### src/rtl/intr_ctrl_if.sv
// IO register bus for intr_ctrl: single-cycle strobe, ack and read data one cycle later.
interface intr_ctrl_if;
   logic        stb;
   logic        we;
   logic [1:0]  adr;
   logic [31:0] din;
   logic [31:0] dout;
   logic        ack;

   modport master (output stb, we, adr, din, input dout, ack);
   modport slave  (input stb, we, adr, din, output dout, ack);
endinterface

### src/rtl/intr_ctrl.sv
// Priority interrupt controller: synchronised edge capture, EN/PEND/CUR/CTRL registers, IDLE/REQ/SERVICE FSM.
// Optional CPU abort strobe enabled by defining INTR_CTRL_ABORT_EN.
module intr_ctrl #(
   parameter int unsigned NUM_INT = 8
) (
   input  logic               clk,
   input  logic               rst,
   input  logic [NUM_INT-1:0] int_in,
   input  logic               intack,
   input  logic               rti,
   output logic               irq,
   output logic               intabort,
   intr_ctrl_if.slave         bus
);

   typedef enum logic [1:0] {IDLE, REQ, SERVICE} state_t;

   state_t             state;
   logic [NUM_INT-1:0] sync1, sync2, sync3;
   logic [2:0]         armed;
   logic [NUM_INT-1:0] edges, en, pend, qual_vec, sel_1h, pend_clr, w1c;
   logic [3:0]         cur_idx, sel_idx;
   logic               insvc, qual, take, found;
   logic               wr_en, wr_pend;
   logic [31:0]        rdata;
   logic               unused_din;

   assign unused_din = ^bus.din[31:NUM_INT];

   // armed fills one stage per clock after reset, so inputs already high at
   // release never register as edges until they fall and rise again.
   always_ff @(posedge clk or negedge rst) begin
      if (!rst) begin
         sync1 <= '0;
         sync2 <= '0;
         sync3 <= '0;
         armed <= '0;
      end else begin
         sync1 <= int_in;
         sync2 <= sync1;
         sync3 <= sync2;
         armed <= {armed[1:0], 1'b1};
      end
   end

   assign edges    = sync2 & ~sync3 & {NUM_INT{armed[2]}};
   assign qual_vec = pend & en;
   assign qual     = |qual_vec;
   assign take     = (state == REQ) && intack && qual;
   assign wr_en    = bus.stb && bus.we && (bus.adr == 2'd0);
   assign wr_pend  = bus.stb && bus.we && (bus.adr == 2'd1);
   assign w1c      = wr_pend ? bus.din[NUM_INT-1:0] : '0;
   assign pend_clr = w1c | (take ? sel_1h : '0);

   always_comb begin
      sel_1h  = '0;
      sel_idx = '0;
      found   = 1'b0;
      for (int unsigned i = 0; i < NUM_INT; i++) begin
         if (qual_vec[i] && !found) begin
            found     = 1'b1;
            sel_1h[i] = 1'b1;
            sel_idx   = 4'(i);
         end
      end
   end

   always_comb begin
      rdata = '0;
      case (bus.adr)
         2'd0:    rdata = 32'(en);
         2'd1:    rdata = 32'(pend);
         2'd2:    rdata = {insvc, 27'b0, cur_idx};
         default: rdata = '0;
      endcase
   end

   always_ff @(posedge clk or negedge rst) begin
      if (!rst) begin
         en       <= '0;
         pend     <= '0;
         bus.ack  <= 1'b0;
         bus.dout <= '0;
      end else begin
         if (wr_en) en <= bus.din[NUM_INT-1:0];
         pend     <= (pend & ~pend_clr) | edges;
         bus.ack  <= bus.stb;
         bus.dout <= bus.stb ? rdata : '0;
      end
   end

`ifdef INTR_CTRL_ABORT_EN
   logic wr_ctrl;
   assign wr_ctrl = bus.stb && bus.we && (bus.adr == 2'd3);
`else
   assign intabort = 1'b0;
`endif

   always_ff @(posedge clk or negedge rst) begin
      if (!rst) begin
         state    <= IDLE;
         irq      <= 1'b0;
         cur_idx  <= '0;
         insvc    <= 1'b0;
`ifdef INTR_CTRL_ABORT_EN
         intabort <= 1'b0;
`endif
      end else begin
`ifdef INTR_CTRL_ABORT_EN
         intabort <= 1'b0;
`endif
         case (state)
            IDLE: begin
               irq <= 1'b0;
               if (qual) begin
                  state <= REQ;
                  irq   <= 1'b1;
               end
            end
            REQ: begin
               if (take) begin
                  cur_idx <= sel_idx;
                  insvc   <= 1'b1;
                  irq     <= 1'b0;
                  state   <= SERVICE;
               end else if (!qual) begin
                  irq   <= 1'b0;
                  state <= IDLE;
               end
            end
            SERVICE: begin
               irq <= 1'b0;
               if (rti) begin
                  insvc <= 1'b0;
                  state <= IDLE;
               end
`ifdef INTR_CTRL_ABORT_EN
               else if (wr_ctrl && bus.din[0]) begin
                  intabort <= 1'b1;
                  insvc    <= 1'b0;
                  state    <= IDLE;
               end
`endif
            end
            default: begin
               irq   <= 1'b0;
               state <= IDLE;
            end
         endcase
      end
   end

endmodule

### src/flat_wrapper.sv
// flat-port wrapper written by rule: the top's interface ports become plain ports
module intr_ctrl_flat 
#(
   parameter int unsigned NUM_INT = 8
)
  (clk, rst, int_in, intack, rti, irq, intabort, bus_stb, bus_we, bus_adr, bus_din, bus_dout, bus_ack);
  intr_ctrl_if bus_i ();
  input  logic clk;
  input  logic rst;
  input  logic [NUM_INT-1:0] int_in;
  input  logic intack;
  input  logic rti;
  output logic irq;
  output logic intabort;
  input wire logic [$bits(bus_i.stb)-1:0] bus_stb;
  input wire logic [$bits(bus_i.we)-1:0] bus_we;
  input wire logic [$bits(bus_i.adr)-1:0] bus_adr;
  input wire logic [$bits(bus_i.din)-1:0] bus_din;
  output wire logic [$bits(bus_i.dout)-1:0] bus_dout;
  output wire logic [$bits(bus_i.ack)-1:0] bus_ack;
  assign bus_i.stb = bus_stb;
  assign bus_i.we = bus_we;
  assign bus_i.adr = bus_adr;
  assign bus_i.din = bus_din;
  assign bus_dout = bus_i.dout;
  assign bus_ack = bus_i.ack;
  intr_ctrl #(.NUM_INT(NUM_INT)) u_core (.clk(clk), .rst(rst), .int_in(int_in), .intack(intack), .rti(rti), .irq(irq), .intabort(intabort), .bus(bus_i));
endmodule
### config.mk
export PLATFORM = sky130hd
export DESIGN_NAME = intr_ctrl_flat
export DESIGN_NICKNAME = d
export VERILOG_FILES = /design/src/rtl/intr_ctrl_if.sv /design/src/rtl/intr_ctrl.sv /design/src/flat_wrapper.sv
export SDC_FILE = /design/constraint.sdc
export NUM_CORES = 1
export LEC_CHECK = 0
export CAP_MARGIN = 40
export CORE_UTILIZATION = 48
export DETAILED_ROUTE_END_ITERATION = 8
export MAX_ROUTING_LAYER = met4
export PLACE_DENSITY_LB_ADDON = 0.2
export SYNTH_ARGS = -nofsm -noshare
export SYNTH_HDL_FRONTEND = slang
export SYNTH_SLANG_ARGS = --single-unit
### constraint.sdc
create_clock -name clk -period 3.03 [get_ports clk]
set_input_delay 0.4545 -clock clk [delete_from_list [all_inputs] [get_ports clk]]
set_output_delay 0.4545 -clock clk [all_outputs]
set_load 0.03 [all_outputs]
[After elaboration in Yosys (flattened, before gate mapping)]
Cells that the tools add are included.
Word-level totals
  bits of input ports: 48
  register bits after elaboration: 84
  output and inout port bits: 35
  logic and storage cells: 91
Operators by class
  reductions and logical operators: 26
  eq/ne operators: 8
  bitwise gates (word level): 8
  multiplexer cells: 37
Operators with widths (number)
  $pmux W32 S3: 1
  $and A8 B8 Y8: 4
  $mux W32: 1
  $mux W1: 20
  $mux W8: 2
  $not A8 Y8: 2
  $or A8 B8 Y8: 2
  $logic_and A1 B1 Y1: 12
  $mux W2: 6
  $mux W3: 4
  $reduce_or A8 Y1: 1
  $logic_not A1 Y1: 7
  $pmux W2 S3: 1
  $reduce_and A3 Y1: 2
  $eq A2 B1 Y1 const B: 2
  $eq A2 B2 Y1 const B: 2
  $logic_not A2 Y1: 2
  $ne A2 B1 Y1 const B: 2
  $pmux W1 S2: 2
  $ne A3 B3 Y1 const B: 1
  $ne A2 B2 Y1 const B: 1
  $reduce_and A2 Y1: 1
  $reduce_bool A2 Y1: 1

[Logic depth before layout (Yosys ltp)]
  depth in word-level cells: 28
  gate-level depth with buffers: 5

[Least setup slack after synthesis]
No wires, ideal clock.
  kind: input to register
  start point: in bus_adr[0]
  end point: reg u_core.en[0]
  path buffers: 1
  library setup time: 125 ps
  setup slack: 1551 ps
  arrival time: 1354 ps
  cell stages on the path: 3
  cells stage by stage: buf_2 nor3b_4 mux2_2
Between the ends
  word-level cells in the longest chain between the ends: 2
Ends and longest elaborated chain
  start: declaration: line flat_wrapper.sv:17  | input wire logic [$bits(bus_i.adr)-1:0] bus_adr;
  $logic_not A2 Y1: line intr_ctrl.sv:50  | assign wr_en = bus.stb && bus.we && (bus.adr == 2'd0);
  $logic_and A1 B1 Y1: line intr_ctrl.sv:50
  end signal: assignment: line intr_ctrl.sv:85  | if (wr_en) en <= bus.din[NUM_INT-1:0];
  end: declaration: line intr_ctrl.sv:21  | logic [NUM_INT-1:0] edges, en, pend, qual_vec, sel_1h, pend_clr, w1c;
No other way between the ends.
A chain may end at the register's enable or synchronous reset.

[Worst setup path after layout]
  start point: in bus_adr[0]
  end point: reg u_core.pend[2]
Between the ends
  word-level cells in the longest chain between the ends: 7
Ends and longest elaborated chain
  $eq A2 B1 Y1: line intr_ctrl.sv:51  | assign wr_pend = bus.stb && bus.we && (bus.adr == 2'd1);
  $logic_and A1 B1 Y1: line intr_ctrl.sv:51
  $mux W8: line intr_ctrl.sv:52  | assign w1c = wr_pend ? bus.din[NUM_INT-1:0] : '0;
  $or A8 B8 Y8: line intr_ctrl.sv:53  | assign pend_clr = w1c | (take ? sel_1h : '0);
  $not A8 Y8: line intr_ctrl.sv:86  | pend <= (pend & ~pend_clr) | edges;
  $and A8 B8 Y8: line intr_ctrl.sv:86
  $or A8 B8 Y8: line intr_ctrl.sv:86
  end signal: assignment: line intr_ctrl.sv:86
  end: declaration: line intr_ctrl.sv:21
No other way between the ends.

==> results by group <==
Drt
  – DRC Markers: 0
  – DR vias/cell: 4.93
  – DR vias: 1537
  – DRT iter0 DRCs: 60
  – Post-DRT Antenna Nets: 0
  – First-pass DRT Iterations: 4
  – Final wirelength: 3910 um
  – Routed WL per cell: about 13 um

Synth
  – Area leader, netlist: dfrtp_1
  – Asr flop ratio synth: 1.00
  – Synthesized area: 2440 um^2
  – Synth top area cells: dfrtp_1 (62%), buf_4 (7.4%), mux2_2 (3.7%)
  – Yosys warning total: 0
  – Post-synth EDFFs: 0
  – Post-synth top area share: 0.615
  – Post-synthesis average cell area: about 13 um^2
  – Seq cells post-synth: 60
  – Sequential area share after synthesis: 0.615
  – Synth unique cells: 36
  – Synth Flop Type: dfrtp_1
  – Post-synthesis cell count: 194

Clock network
  – # clock sinks: 60
  – Reg clk slew, reported paths: about 0.07 ns
  – CTS tree: built
  – H-Tree Depth: 3
  – Latest clock arrival within the worst-skew pair: between 0.3 and 0.4 ns
  – Clock buffer count from CTS: 9
  – Root buf cell: clkbuf_8
  – Clock buffer depth: 2
  – Post-CTS Setup Bufs: 0
  – Post-cts hold buffer count: 0
  – Post-cts resize count: 0

Power
  – Logic pwr share: 0.225
  – Pint: ~1700 uW
  – Net Sw Power: roughly 700 uW
  – Sequential share of power: 0.453
  – Peak supply drop: 0.472 mV
  – P_leak: 0.00136 uW
  – Power share of the clock group: 0.323
  – Power Dens Cells: a little under 800 nW/um^2
  – Sw frac: 0.296

Global routing
  – Gr usage total: 0.178
  – Vias in the first global route: between 1500 and 2000
  – GR Overflow Total: 0
  – Pin count of the biggest net entering global routing: 31
  – Antenna violations before repair: 0
  – First-pass GRT wire length: ~6700 um

Critical path
  – Critical path class: primary input to register
  – Worst Path Arrival: ~2.1 ns
  – Worst reg2reg startpoint: u_core.pend[5]
  – Buf/Inv on CP: 2
  – Slowest CP cell: clkdlybuf4s50_1
  – CP delay by family, top: buffers and inverters
  – Critical Path Fanout Max: 9
  – Worst path required time: roughly 3.3 ns
  – Critical Path Start: bus_adr[0]
  – Crit path capture type: register
  – CP peak stage delay: 0.55 ns
  – Crit-path cells: clkdlybuf4s50_1, buf_4, and4b_1, nand2_1, a32o_1
  – Startpoint types: primary input

STA
  – Setup slack after layout: between 1 and 1.5 ns
  – Setup-failing EPs final: 0
  – Worst Skew: 0.00455 ns
  – Post-layout min period: about 1.8 ns
  – RSZ-0062 raised after global routing: false
  – Setup TNS: 0 ns
  – Fin. Hold Viols: 0
  – Relative slew slack: 0.654
  – Highest Clock Rate: roughly 540 MHz
  – Final worst path period share: 0.607
  – Fin. max-slew vios: 0
  – Worst Max-Slew Pin Slew: between 0.5 and 0.6 ns

Die
  – Die H: between 70 and 80 um
  – Initial Utilization: 0.506
  – # IOs: 83
  – # rows: 25
  – Die X: 73.3 um
  – Core area: approximately 4800 um^2
  – Die area: around 5400 um^2

Hold path
  – Hold Path Class: primary input to asynchronous set/reset pin

Placement
  – Pre-CTS setup slack: a little over 0.8 ns
  – HPWL after DPL: roughly 2800 um
  – IO buf count: 34
  – GPL Wtd Cong: ~0.8

Final layout
  – Syn-to-layout area delta: 23.8%
  – Ant. Diodes: 0
  – Share of layout cells above drive strength 1: 0.155
  – Nets: ~290

Status
  – Outcome: complete, no violations

Run
  – MaxCap Viol Count: 0
-- flip-flops by register name (all words and copies together), names as in the netlist, 2 cells and up --
| name | count |
|---|---|
| u_core.sync1 | 8 |
| u_core.en | 8 |
| u_core.pend | 8 |
| u_core.armed | 3 |
| u_core.state | 2 |
| u_core.sync2 | 8 |
| u_core.bus.dout | 9 |
| u_core.sync3 | 8 |
| u_core.cur_idx | 3 |
-- power by group through the flow --
stage / registers, uW / logic, uW / clock network [uW]
global route: 1090 / 589 / 804
detailed placement: 1080 / 532 / 0
finish: 1070 / 531 / 763
floorplan: 1100 / 358 / 0
global placement: 1080 / 523 / 0
CTS: 1070 / 536 / 784
-- cells by family (layout without fill, tap and decap cells) --
logic type | count (synthesis) | count (layout) | share of synthesized area
AOI/OAI and AO/OA | 25 | 25 | 0.0851
other | 2 | 25 | 0.00308
and+or+nand+nor | 61 | 61 | 0.142
muxes | 16 | 16 | 0.0697
DFF | 60 | 60 | 0.615
buffers and inverters | 30 | 58 | 0.0846
-- layer usage --
layer,wire length (um),global-route usage
met1,1820,0.212
met2,1790,0.265
met3,185,0.0453
met4,109,0.122
met5,0,-
-- cell type report --
type | count | area (um^2)
fillers | 402 | 1800
flip-flops and latches | 60 | 1500
multi-input cells | 127 | 818
repair buffers | 39 | 385
clock buffers | 13 | 179
well taps | 67 | 83.8
clock inverters | 3 | 42.5
inverters | 3 | 11.3
-- path summary, 6_finish.rpt --
check                                    end  slack [ns]  cells after the start
setup / recovery              u_core.pend[2]        1.19                      5
hold / removal                u_core.bus.ack        0.04                      1
max in group asynchronous       u_core.en[4]        2.32                      3
min in group clk             u_core.sync2[7]        0.35                      0
hold reg to reg              u_core.sync2[7]        0.35                      0
setup reg to reg           u_core.cur_idx[2]        1.44                      4
-- cells in the mapped netlist (5+ instances only) --
cell type / instances
mux2_2: 8
a32o_1: 6
nand3_1: 6
o21ai_0: 5
dfrtp_1: 60
nand2_1: 24
nor2b_1: 6
nor2_1: 5
buf_4: 24
mux2i_1: 8
-- stage by stage --
| step | cells | hold WS (ns) | area (um^2) | utilization | power, uW |
|---|---|---|---|---|---|
| 3_3_place_gp | 295 | 0.332 | 2780 | 0.577 | 1600 |
| 6_report | 312 | 0.0436 | 3020 | 0.627 | 2360 |
| 2_1_floorplan | 217 | 0.159 | 2530 | - | 1450 |
| 3_5_place_dp | 296 | 0.336 | 2800 | 0.581 | 1620 |
| 5_1_grt | 312 | 0.0689 | 3020 | 0.627 | 2480 |
| 4_1_cts | 312 | 0.0400 | 3020 | 0.627 | 2390 |
-- cell usage in the layout (no fill, tap or decap), types with 2 or more instances in the layout --
cell and count:
and2_1 3, nand4_1 2, a22oi_2 2, and3_1 2
nand2_1 24, a32o_1 6, buf_4 4, nand2b_1 2
nand3_1 6, dfrtp_1 60, a21oi_1 3, a2bb2oi_1 2
and4_1 3, clkbuf_8 13, conb_1 25, o21ai_0 5
mux2_2 8, clkdlybuf4s50_1 33, nor2_1 5, mux2i_1 8
inv_1 3, nor2b_1 6
(Power assumes the default switching activity.)
